==> src/rtl/pong_match_ctl.sv <==
// Pong match sequencer: derives a frame tick from vsync, runs the serve and
// game-over countdowns, keeps both scores and declares the winner.
// Optional feature macro: PONG_PAUSE_EN adds a pause input and PAUSED state.
module pong_match_ctl #(
  parameter int unsigned WIN_SCORE    = 7,
  parameter int unsigned SCORE_W      = 4,
  parameter int unsigned SERVE_FRAMES = 60,
  parameter int unsigned OVER_FRAMES  = 180,
  parameter int unsigned CNT_W        = 8
) (
  input  logic               clk,
  input  logic               rst,
  input  logic               vsync_in,
  input  logic               start,
  input  logic               abort,
  input  logic               miss_left,
  input  logic               miss_right,
`ifdef PONG_PAUSE_EN
  input  logic               pause,
`endif
  output logic               frame_tick,
  output logic               ball_run,
  output logic               ball_reset,
  output logic               serve_dir,
  output logic [SCORE_W-1:0] score_l,
  output logic [SCORE_W-1:0] score_r,
  output logic               game_over,
  output logic [1:0]         winner
);

  typedef enum logic [2:0] {
    StIdle,
    StServe,
    StPlay,
`ifdef PONG_PAUSE_EN
    StPaused,
`endif
    StOver
  } state_e;

  localparam logic [SCORE_W-1:0] WinScore    = SCORE_W'(WIN_SCORE);
  localparam logic [CNT_W-1:0]   ServeFrames = CNT_W'(SERVE_FRAMES);
  localparam logic [CNT_W-1:0]   OverFrames  = CNT_W'(OVER_FRAMES);
  localparam logic [CNT_W-1:0]   CntOne      = CNT_W'(1);

  state_e             state_q, state_d;
  logic [CNT_W-1:0]   cnt_q, cnt_d;
  logic               vsync_q, vsync_d;
  logic               frame_tick_q, frame_tick_d;
  logic               ball_run_q, ball_run_d;
  logic               ball_reset_q, ball_reset_d;
  logic               serve_dir_q, serve_dir_d;
  logic [SCORE_W-1:0] score_l_q, score_l_d;
  logic [SCORE_W-1:0] score_r_q, score_r_d;
  logic               game_over_q, game_over_d;
  logic [1:0]         winner_q, winner_d;
  logic [SCORE_W-1:0] score_l_inc, score_r_inc;

`ifdef PONG_PAUSE_EN
  logic pause_q, pause_d;
  logic pause_rise;
  assign pause_rise = pause & ~pause_q;
`endif

  // Saturating increments so a score can never pass the winning value.
  always_comb begin
    score_l_inc = (score_l_q >= WinScore) ? score_l_q : score_l_q + SCORE_W'(1);
    score_r_inc = (score_r_q >= WinScore) ? score_r_q : score_r_q + SCORE_W'(1);
  end

  // Next-state, countdown, score and registered-output computation.
  always_comb begin
    state_d      = state_q;
    cnt_d        = cnt_q;
    vsync_d      = vsync_in;
    frame_tick_d = vsync_in & ~vsync_q;
    ball_reset_d = 1'b0;
    serve_dir_d  = serve_dir_q;
    score_l_d    = score_l_q;
    score_r_d    = score_r_q;
    winner_d     = winner_q;
`ifdef PONG_PAUSE_EN
    pause_d      = pause;
`endif

    unique case (state_q)
      StIdle: begin
        // abort outranks start while idle
        if (!abort && start) begin
          state_d      = StServe;
          score_l_d    = '0;
          score_r_d    = '0;
          winner_d     = 2'b00;
          serve_dir_d  = 1'b1;
          cnt_d        = ServeFrames;
          ball_reset_d = 1'b1;
        end
      end

      StServe: begin
        if (abort) begin
          state_d = StIdle;
          cnt_d   = '0;
        end else if (frame_tick_q) begin
          cnt_d = cnt_q - CntOne;
          if (cnt_q <= CntOne) begin
            state_d = StPlay;
            cnt_d   = '0;
          end
        end
      end

      StPlay: begin
        // Frame ticks are ignored here; only misses drive transitions.
        if (abort) begin
          state_d = StIdle;
          cnt_d   = '0;
`ifdef PONG_PAUSE_EN
        end else if (pause_rise) begin
          state_d = StPaused;
`endif
        end else if (miss_left && miss_right) begin
          // Simultaneous misses: replay the point without scoring.
          state_d      = StServe;
          cnt_d        = ServeFrames;
          ball_reset_d = 1'b1;
        end else if (miss_left) begin
          score_r_d   = score_r_inc;
          serve_dir_d = 1'b0;
          if (score_r_inc == WinScore) begin
            state_d  = StOver;
            winner_d = 2'b10;
            cnt_d    = OverFrames;
          end else begin
            state_d      = StServe;
            cnt_d        = ServeFrames;
            ball_reset_d = 1'b1;
          end
        end else if (miss_right) begin
          score_l_d   = score_l_inc;
          serve_dir_d = 1'b1;
          if (score_l_inc == WinScore) begin
            state_d  = StOver;
            winner_d = 2'b01;
            cnt_d    = OverFrames;
          end else begin
            state_d      = StServe;
            cnt_d        = ServeFrames;
            ball_reset_d = 1'b1;
          end
        end
      end

`ifdef PONG_PAUSE_EN
      StPaused: begin
        if (abort) begin
          state_d = StIdle;
          cnt_d   = '0;
        end else if (pause_rise) begin
          state_d = StPlay;
        end
      end
`endif

      StOver: begin
        if (abort) begin
          state_d = StIdle;
          cnt_d   = '0;
        end else if (frame_tick_q) begin
          cnt_d = cnt_q - CntOne;
          if (cnt_q <= CntOne) begin
            state_d = StIdle;
            cnt_d   = '0;
          end
        end
      end

      default: begin
        state_d = StIdle;
        cnt_d   = '0;
      end
    endcase

    // Level outputs follow the state being entered so they are registered.
    ball_run_d  = (state_d == StPlay);
    game_over_d = (state_d == StOver);
  end

  // State and output registers with synchronous active-high reset.
  always_ff @(posedge clk) begin
    if (rst) begin
      state_q      <= StIdle;
      cnt_q        <= '0;
      vsync_q      <= 1'b0;
      frame_tick_q <= 1'b0;
      ball_run_q   <= 1'b0;
      ball_reset_q <= 1'b0;
      serve_dir_q  <= 1'b0;
      score_l_q    <= '0;
      score_r_q    <= '0;
      game_over_q  <= 1'b0;
      winner_q     <= 2'b00;
`ifdef PONG_PAUSE_EN
      pause_q      <= 1'b0;
`endif
    end else begin
      state_q      <= state_d;
      cnt_q        <= cnt_d;
      vsync_q      <= vsync_d;
      frame_tick_q <= frame_tick_d;
      ball_run_q   <= ball_run_d;
      ball_reset_q <= ball_reset_d;
      serve_dir_q  <= serve_dir_d;
      score_l_q    <= score_l_d;
      score_r_q    <= score_r_d;
      game_over_q  <= game_over_d;
      winner_q     <= winner_d;
`ifdef PONG_PAUSE_EN
      pause_q      <= pause_d;
`endif
    end
  end

  assign frame_tick = frame_tick_q;
  assign ball_run   = ball_run_q;
  assign ball_reset = ball_reset_q;
  assign serve_dir  = serve_dir_q;
  assign score_l    = score_l_q;
  assign score_r    = score_r_q;
  assign game_over  = game_over_q;
  assign winner     = winner_q;

endmodule

==> config.mk <==
export PLATFORM = sky130hd
export DESIGN_NAME = pong_match_ctl
export DESIGN_NICKNAME = d
export VERILOG_FILES = /design/src/rtl/pong_match_ctl.sv
export SDC_FILE = /design/constraint.sdc
export NUM_CORES = 1
export LEC_CHECK = 0
export ABC_AREA = 1
export BUFFER_PORTS_ARGS = -buffer_cell sky130_fd_sc_hd__buf_2
export CORE_MARGIN = 2
export CORE_UTILIZATION = 55
export DETAILED_ROUTE_END_ITERATION = 8
export GPL_TIMING_DRIVEN = 0
export PLACE_DENSITY = 0.77
export SETUP_SLACK_MARGIN = 0.4
export SLEW_MARGIN = 20
export SYNTH_ARGS = -nofsm -noshare
export SYNTH_HDL_FRONTEND = slang
export SYNTH_SLANG_ARGS = --single-unit
==> constraint.sdc <==
create_clock -name clk -period 2.5 [get_ports clk]
set_clock_uncertainty 0.15 [all_clocks]
set_input_delay 0.125 -clock clk [delete_from_list [all_inputs] [get_ports clk]]
set_output_delay 0.125 -clock clk [all_outputs]
set_load 0.1 [all_outputs]
==> results of run 1 <==
## Yosys cell counts, drive strengths merged
master	number	area, um2
a211oi	1	12.5
a21oi	20	111
clkbuf	2	7.51
conb	1	3.75
dfxtp	27	541
ha	4	50.1
inv	31	121
nand2	68	270
nand3	16	80.1
nand3b	2	27.5
nand4	2	12.5
nor2	26	118
nor3	8	65.1
nor4	1	21.3
o21ai	12	67.6
o22ai	1	6.26
o31ai	1	7.51
xor2	4	35.0
## metal layers
layer | global-route usage | up-vias | wire length [um] | part of all wire
met2 | 0.291 | 34 | 1310 | 0.42
met1 | 0.294 | 645 | 1580 | 0.51
li1 | - | 782 | - | -
met3 | 0.0340 | 4 | 151 | 0.049
met5 | 0 | - | 0 | 0
met4 | 0.0897 | 0 | 55 | 0.018
## cell type report
| cell class | count | area share |
|---|---|---|
| tap | 31 | 0.0219 |
| inverter | 31 | 0.0686 |
| clock buffer | 4 | 0.0149 |
| timing repair buffer | 24 | 0.0764 |
| buffer | 2 | 0.00425 |
| multi-input combinational | 167 | 0.502 |
| sequential | 27 | 0.311 |
## placed cells by master (no fill, tap or decap), drive strengths merged
master	count
o22ai	1
dfxtp	27
clkbuf	6
ha	4
nand4	2
conb	1
xor2	4
a211oi	1
buf	21
o21ai	12
inv	31
a21oi	20
nor2	26
nand3	16
nand3b	2
dlygate4sd3	3
nor3	8
nand2	68
o31ai	1
nor4	1
## worst max-delay path by stage
stage / start / to / cells after the start
6_report: score_r[0] / state_q[1] / 12
3_5_place_dp: score_r[0] / state_q[1] / 12
5_1_grt: cnt_q[0] / cnt_q[5] / 9
2_1_floorplan: score_r[1] / cnt_q[3] / 10
4_1_cts: score_r[0] / state_q[1] / 12
3_3_place_gp: score_r[0] / state_q[1] / 12
## sequential cells by signal, indices dropped and copies added, names as in the netlist
| register | count |
|---|---|
| ball_run | 1 |
| game_over | 1 |
| frame_tick | 1 |
| ball_reset | 1 |
| winner | 2 |
| cnt_q | 8 |
| score_l | 4 |
| vsync_q | 1 |
| state_q | 3 |
| serve_dir | 1 |
| score_r | 4 |
## kinds of logic after synthesis
logic type / count (synthesis)
AND/OR/NAND/NOR: 123
AO/OA/AOI/OAI: 35
buffers and inverters: 33
flip-flops: 27
XOR/XNOR: 4
adder cells (fa/ha/maj): 4
other: 1
## critical path, cell delays in order, from the launching register on
cell,delay (ns)
dfxtp_2,0.37
ha_1,0.20
nand2_1,0.13
nand2_1,0.08
nand2_1,0.08
nand2_1,0.05
nor2_1,0.08
nand3_1,0.10
nand2_1,0.13
nand3_1,0.12
nand3_1,0.09
inv_1,0.06
nor2_1,0.12
## power by group
group	switching [uW]	internal (uW)	total (uW)
sequential	12.2	445	457
clock	131	62.7	194
combinational	122	49.2	171
## per-stage QoR
stage / util / std cells
finish: 0.647 / 286
global route: 0.647 / 286
CTS: 0.647 / 286
detailed placement: 0.626 / 279
global placement: 0.626 / 279
floorplan: - / 227
==> flow_summary.ini, run 1 <==
[clock_tree]
clock-root-buffer = clkbuf_4
cts_sinks = 27
postCtsSetupRepairBufs = 0
clock_latency_ns = 0.33
cts_resized = 0
tritoncts = built
path_clk_slew_ns = 0.14
cts_made_buffers = 3
cts_max_level = 1
clk_path_buf_depth = 2
ctsHoldBuffers = 3

[layout]
nets = 267
seqCellArea_um2 = 551
n_fill_cell = 246
final_area_um2 = 1770
antenna_cells = 0
layout-drive-gt1-share = 0.239
multi_input_area_um2 = 888
syn_to_final_growth_pct = 13.5

[hold_path]
whs_endpoint = ball_reset
min_path_type = in -> reg
hold_path_depth = 5
hold_start = miss_right

[yosys]
ys_seq_area_frac = 0.347
synthAdderAreaFrac = 0.0321
synth_area_um2 = 1560
ys_types = 29
synth_cells = 227
synth.avg_cell_area_um2 = 6.86
yosys.area_share.xor_xnor = 0.0225
synthSimpleGateAreaFrac = 0.382
yosys_warnings = 0
synth_compound_area_frac = 0.132
muxShareOfSynthArea = 0
synth_top_family_by_area = simple AND/OR/NAND/NOR gates
synth-seq-cells = 27
synthesis.nets = 238

[setup_path]
reg2reg_slack_ns = 0.67
cp-start-kind = flip-flop
path_max_fanout = 5
cp.arrival_ns = 1.95
reg2reg_depth = 12
critPathCaptureType = flip-flop
reg2reg_from = score_r[0]
r2r-end = state_q[1]
required_ns = 2.62
path_class = reg -> reg

[timing]
tns_ns = 0
tightestPinTransition_ns = 0.557
final_max_slew_viol_count = 0
rsz0062_at_grt = false
fmax_mhz = 545
min_period_over_period = 0.734
finalSetupViolCount = 0
relSlewSlack = 0.628
whs_ns = 0.0667
period_minus_slack_ns = 1.83
postLayoutSetupSlackWorst_ns = 0.666
hold_viol_final = 0

[global_routing]
grt_antenna_before_repair = 0
grt_util_all_layers = 0.201
grt_max_degree = 15
first_global_vias = 1183
grt_pass1_wl_um = 5130
grt-ovfl-total = 0

[power_and_ir_drop]
peakVddDrop_uv = 472
power.density_nw_per_um2 = 465
power.total_uw = 823
leakage_uw = 0.000817

[place]
hpwlAfterDp_um = 2320
dpl_cell_area_um2 = 1710
io_buffers = 21
gp_congestion = 0.862
dp_slack_ns = 0.712

[route]
vias = 1465
drtIter0Drc = 46
via_per_inst = 5.12
wire_per_inst_um = 10.8
postRouteAntennaNets = 0
wirelength_um = 3100
drc = 0
firstDrtPassIters = 4

[job]
maxCapViolations = 0

[die]
ioPinCount = 22
fp.dieW_um = 57.2
fp-row-count = 19
die_y_um = 57.2
die-area_um2 = 3270
core_um2 = 2730
start_util = 0.570

[outcome]
status = finished, final reports clean
No activity file was read; power rests on OpenSTA's default activity.
==> run 2: changes to the inputs <==
- CORE_UTILIZATION: 55 -> 51
- PLACE_DENSITY: 0.77 -> 0.75
- clock period: 2.5 -> 1.5 ns (I/O delays scaled with it)
==> flow_summary.ini, run 2 (synthesized netlist as in run 1, its figures left out) <==
[outcome]
status = finished, violations left
violations = negative setup slack

[route]
drc = 0
postRouteAntennaNets = 0
vias = 1876
firstDrtPassIters = 5
wirelength_um = 5560
drtIter0Drc = 146
via_per_inst = 5.94
wire_per_inst_um = 17.6

[power_and_ir_drop]
p_sw_uw = 543
peakVddDrop_uv = 480
power.density_nw_per_um2 = 603
pwr-share-seq = 0.494
power.internal_uw = 993
leakage_uw = 0.00108
p_comb_frac = 0.282
clkPwrFrac = 0.224
swShare = 0.354

[layout]
utilization = 0.855
antenna_cells = 0
mostFrequentLayoutCell = nand2_1
syn_to_final_growth_pct = 63.5
regMostFlops = cnt_q
final_cell_mix = 50 x nand2_1, 20 x buf_4, 19 x inv_1
largest_reg_flops = 8
nets = 295
n_fill_cell = 142
layout-drive-gt1-share = 0.530

[setup_path]
path_max_fanout = 4
cp-start-kind = flip-flop
reg2reg_slack_ns = -0.28
critPathCaptureType = flip-flop
cp.arrival_ns = 1.87
path_class = reg -> reg
r2r-end = winner[0]
reg2reg_depth = 12
reg2reg_from = score_r[0]
required_ns = 1.59

[hold_path]
whs_endpoint = score_r[2]
hold_start = miss_left
hold_path_depth = 4
min_path_type = in -> reg

[die]
fp.dieW_um = 59.3
die_y_um = 59.3
fp-row-count = 20
start_util = 0.523
core_um2 = 2980
ioPinCount = 22
die-area_um2 = 3510

[clock_tree]
path_clk_slew_ns = 0.16
cts_max_level = 1
clock_latency_ns = 0.34
tritoncts = built
clk_path_buf_depth = 2
cts_sinks = 27
clock-root-buffer = clkbuf_4
cts_made_buffers = 3

[global_routing]
first_global_vias = 1700
grt-ovfl-total = 0
grt_max_degree = 15
grt_util_all_layers = 0.271
grt_antenna_before_repair = 0
grt_pass1_wl_um = 7300

[timing]
fmax_mhz = 561
period_minus_slack_ns = 1.78
tightestPinTransition_ns = 0.658
final_max_slew_viol_count = 0
min_period_over_period = 1.19
finalSetupViolCount = 23
postLayoutSetupSlackWorst_ns = -0.283
rsz0062_at_grt = true
hold_viol_final = 0
relSlewSlack = 0.561

[job]
maxCapViolations = 0

[place]
dp_slack_ns = -0.287
hpwlAfterDp_um = 2610
gp_congestion = 0.851
io_buffers = 21
[run 2: worst max-delay path: stages (launching register included)]
cell and delay, ns:
dfxtp_4 0.40, ha_4 0.17, nand2_4 0.07, nand2_2 0.06, nand2_2 0.08, nand2_1 0.08, nor2_2 0.12, nand3_2 0.12
buf_4 0.17, nand3_2 0.08, nand2_2 0.06, nand2_1 0.07, a21oi_2 0.05
[run 2: worst max-delay path by stage]
stage | startpoint | endpoint | depth (start not counted)
after global placement | score_l[1] | cnt_q[3] | 13
after CTS | score_l[0] | winner[0] | 11
after floorplan | score_r[1] | ball_run | 10
after global routing | score_r[0] | winner[0] | 11
final | score_r[0] | winner[0] | 12
after detailed placement | score_l[1] | cnt_q[3] | 13
[run 2: cell type report]
cell class | count | area, um2 | area share
Buffer | 2 | 8.76 | 0.00344
Clock buffer | 4 | 26.3 | 0.0103
Inverter | 31 | 131 | 0.0516
Multi-Input combinational cell | 167 | 1140 | 0.448
Sequential cell | 27 | 598 | 0.235
Tap cell | 33 | 41.3 | 0.0162
Timing Repair Buffer | 52 | 601 | 0.236
[run 2: metrics by stage]
stage	TNS, ns	hold slack, ns	instance area, um2	total power [uW]	cells
after floorplan	-1.79	0.0494	1700	1010	227
after global placement	-2.69	0.143	1840	1070	281
after detailed placement	-3.52	0.154	1840	1070	281
after CTS	-2.45	0.00293	2370	1480	309
after global routing	-6.45	0.0299	2550	1600	316
final	-4.79	0.0140	2550	1540	316
[run 2: power by group through the flow]
stage / combinational (uW) / sequential, uW / clock, uW
2_1_floorplan: 184 / 827 / 0
3_3_place_gp: 296 / 771 / 0
3_5_place_dp: 300 / 771 / 0
4_1_cts: 387 / 755 / 338
5_1_grt: 459 / 761 / 376
6_report: 433 / 759 / 345
[run 2: timing repair]
item | in CTS | in global routing
hold buffers | 3 | 0
setup buffers | 21 | 7
pin swaps | 14 | 18
resized for setup | 87 | 36
cloned | 0 | 0
hold endpoints to repair | 10 | 0
setup endpoints to repair | 40 | 39
[run 2: layer usage]
| metal | wire (um) | global-route usage | part of all wire | vias up |
|---|---|---|---|---|
| met1 | 2070 | 0.335 | 0.37 | 864 |
| met2 | 2700 | 0.477 | 0.49 | 126 |
| met5 | 0 | 0 | 0 | - |
| met3 | 459 | 0.0284 | 0.083 | 40 |
| li1 | - | - | - | 846 |
| met4 | 336 | 0.104 | 0.060 | 0 |
==> run 3: changes to the inputs <==
- CORE_ASPECT_RATIO: not set -> 1.4
- SETUP_SLACK_MARGIN: 0.4 -> not set
==> flow_summary.ini, run 3 (synthesized netlist as in run 1, its figures left out) <==
[outcome]
status = finished, violations left
violations = negative setup slack

[hold_path]
hold_path_depth = 5
whs_endpoint = ball_reset
min_path_type = in -> reg
hold_start = miss_right

[die]
die_y_um = 69.4
die-area_um2 = 3520
core_um2 = 2880
ioPinCount = 22
fp-row-count = 23
start_util = 0.541
fp.dieW_um = 50.7

[route]
drc = 0
wirelength_um = 4440
firstDrtPassIters = 4
via_per_inst = 5.31
drtIter0Drc = 36
wire_per_inst_um = 14.2
vias = 1661
postRouteAntennaNets = 0

[layout]
syn_to_final_growth_pct = 44.3
nets = 288
regMostFlops = cnt_q
mostFrequentLayoutCell = nand2_1
layout-drive-gt1-share = 0.464
final_area_um2 = 2250
largest_reg_flops = 8
n_fill_cell = 205
antenna_cells = 0
final_cell_mix = 48 x nand2_1, 22 x inv_1, 21 x buf_2
final_cells = 313

[timing]
postLayoutSetupSlackWorst_ns = -0.217
relSlewSlack = 0.539
tightestPinTransition_ns = 0.691
period_minus_slack_ns = 1.72
hold_viol_final = 0
finalSetupViolCount = 24
final_max_slew_viol_count = 0
min_period_over_period = 1.14
rsz0062_at_grt = true
fmax_mhz = 582

[place]
hpwlAfterDp_um = 2660
dp_slack_ns = -0.212
io_buffers = 21
dpl_cell_area_um2 = 1790
dpl.cell_count = 285
gp_congestion = 0.846

[global_routing]
grt_util_all_layers = 0.235
grt_max_degree = 15
grt_pass1_wl_um = 6540
grt_use_met1 = 0.262
grt_antenna_before_repair = 0
grt_use_met3 = 0.0151
grt-ovfl-total = 0
grt_busiest_layer = met2
first_global_vias = 1559
grt_use_met2 = 0.440

[power_and_ir_drop]
leakage_uw = 0.00101
power.density_nw_per_um2 = 698
peakVddDrop_uv = 624
power.total_uw = 1570

[clock_tree]
path_clk_slew_ns = 0.09
cts_max_level = 1
cts_sinks = 27
clk_path_buf_depth = 2
tritoncts = built
clock_latency_ns = 0.28
clock-root-buffer = clkbuf_8
cts_made_buffers = 3

[setup_path]
crit_top_cell = nor2_4
r2r-end = game_over
path_class = reg -> reg
required_ns = 1.57
critPathCaptureType = flip-flop
crit_slowest_cell = dfxtp_4
reg2reg_from = state_q[0]
crit_chain = nor2_4 -> nand2_4 -> buf_6 -> nor2_4 -> o21ai_1 -> inv_1 -> o22ai_1 -> nand2_1 -> nand2_2 -> nor2_2
cp-start-kind = flip-flop
reg2reg_depth = 10
cp.arrival_ns = 1.79
path_max_fanout = 5
worst_path_largest_cell_delay_ns = 0.37
reg2reg_slack_ns = -0.22

[job]
maxCapViolations = 0
## run 3: changes by cell type in the layout (fill, tap and decap cells not counted), sizes merged
cell | previous run | this run
buf | 49 | 41
inv | 31 | 32
## run 3: how the worst max path moves through the flow
stage,from,to,slack [ns],cells past startpoint
after floorplan,score_r[1],ball_run,-0.24,10
after global placement,score_r[1],ball_run,-0.20,10
after detailed placement,score_l[1],cnt_q[3],-0.21,13
after CTS,score_r[1],cnt_q[3],-0.17,11
after global routing,state_q[0],game_over,-0.32,10
final,state_q[0],game_over,-0.22,10
## run 3: cell type report
class | instances | area (um2) | area share
multi-input cells | 167 | 1120 | 0.497
inverters | 31 | 131 | 0.0584
clock buffers | 4 | 45.0 | 0.0200
well taps | 37 | 46.3 | 0.0206
plain buffers | 2 | 7.51 | 0.00334
flip-flops and latches | 27 | 588 | 0.262
repair inverters | 1 | 6.26 | 0.00278
repair buffers | 44 | 305 | 0.136
## run 3: worst max-delay path, delay by kind of cell, from the launching register on
family / cells / cell delay, ns
and+or+nand+nor: 6 / 0.72
AOI/OAI and AO/OA: 2 / 0.18
buffers and inverters: 2 / 0.23
DFF: 1 / 0.37
## run 3: power breakdown
part | leakage, uW | switching (uW) | internal [uW] | total [uW]
Sequential | 0.000230 | 28.9 | 726 | 755
Clock | 0.0000228 | 232 | 191 | 422
Combinational | 0.000761 | 262 | 129 | 391
Total | 0.00101 | 522 | 1050 | 1570
## run 3: metrics by stage
step           TNS [ns]  hold WS, ns   util
4_1_cts           -2.73        0.118  0.733
2_1_floorplan     -1.72       0.0494      -
3_3_place_gp      -3.10        0.140  0.623
3_5_place_dp      -3.52        0.164  0.623
5_1_grt           -5.21        0.185  0.781
6_report          -2.87        0.167  0.781
## run 3: timing repair
| action | 4_1_cts | 5_1_grt |
|---|---|---|
| setup buffers | 13 | 7 |
| gates cloned | 1 | 0 |
| endpoints found under the hold margin | 4 | 0 |
| endpoints found under the setup margin | 24 | 24 |
| pin swaps | 18 | 15 |
| hold buffers | 3 | 0 |
| gates resized for setup | 37 | 23 |
## run 3: routing by layer
layer,vias up,part of all wire
met2,40,0.55
met4,0,0.027
met3,10,0.029
met1,781,0.39
li1,830,-
met5,-,0
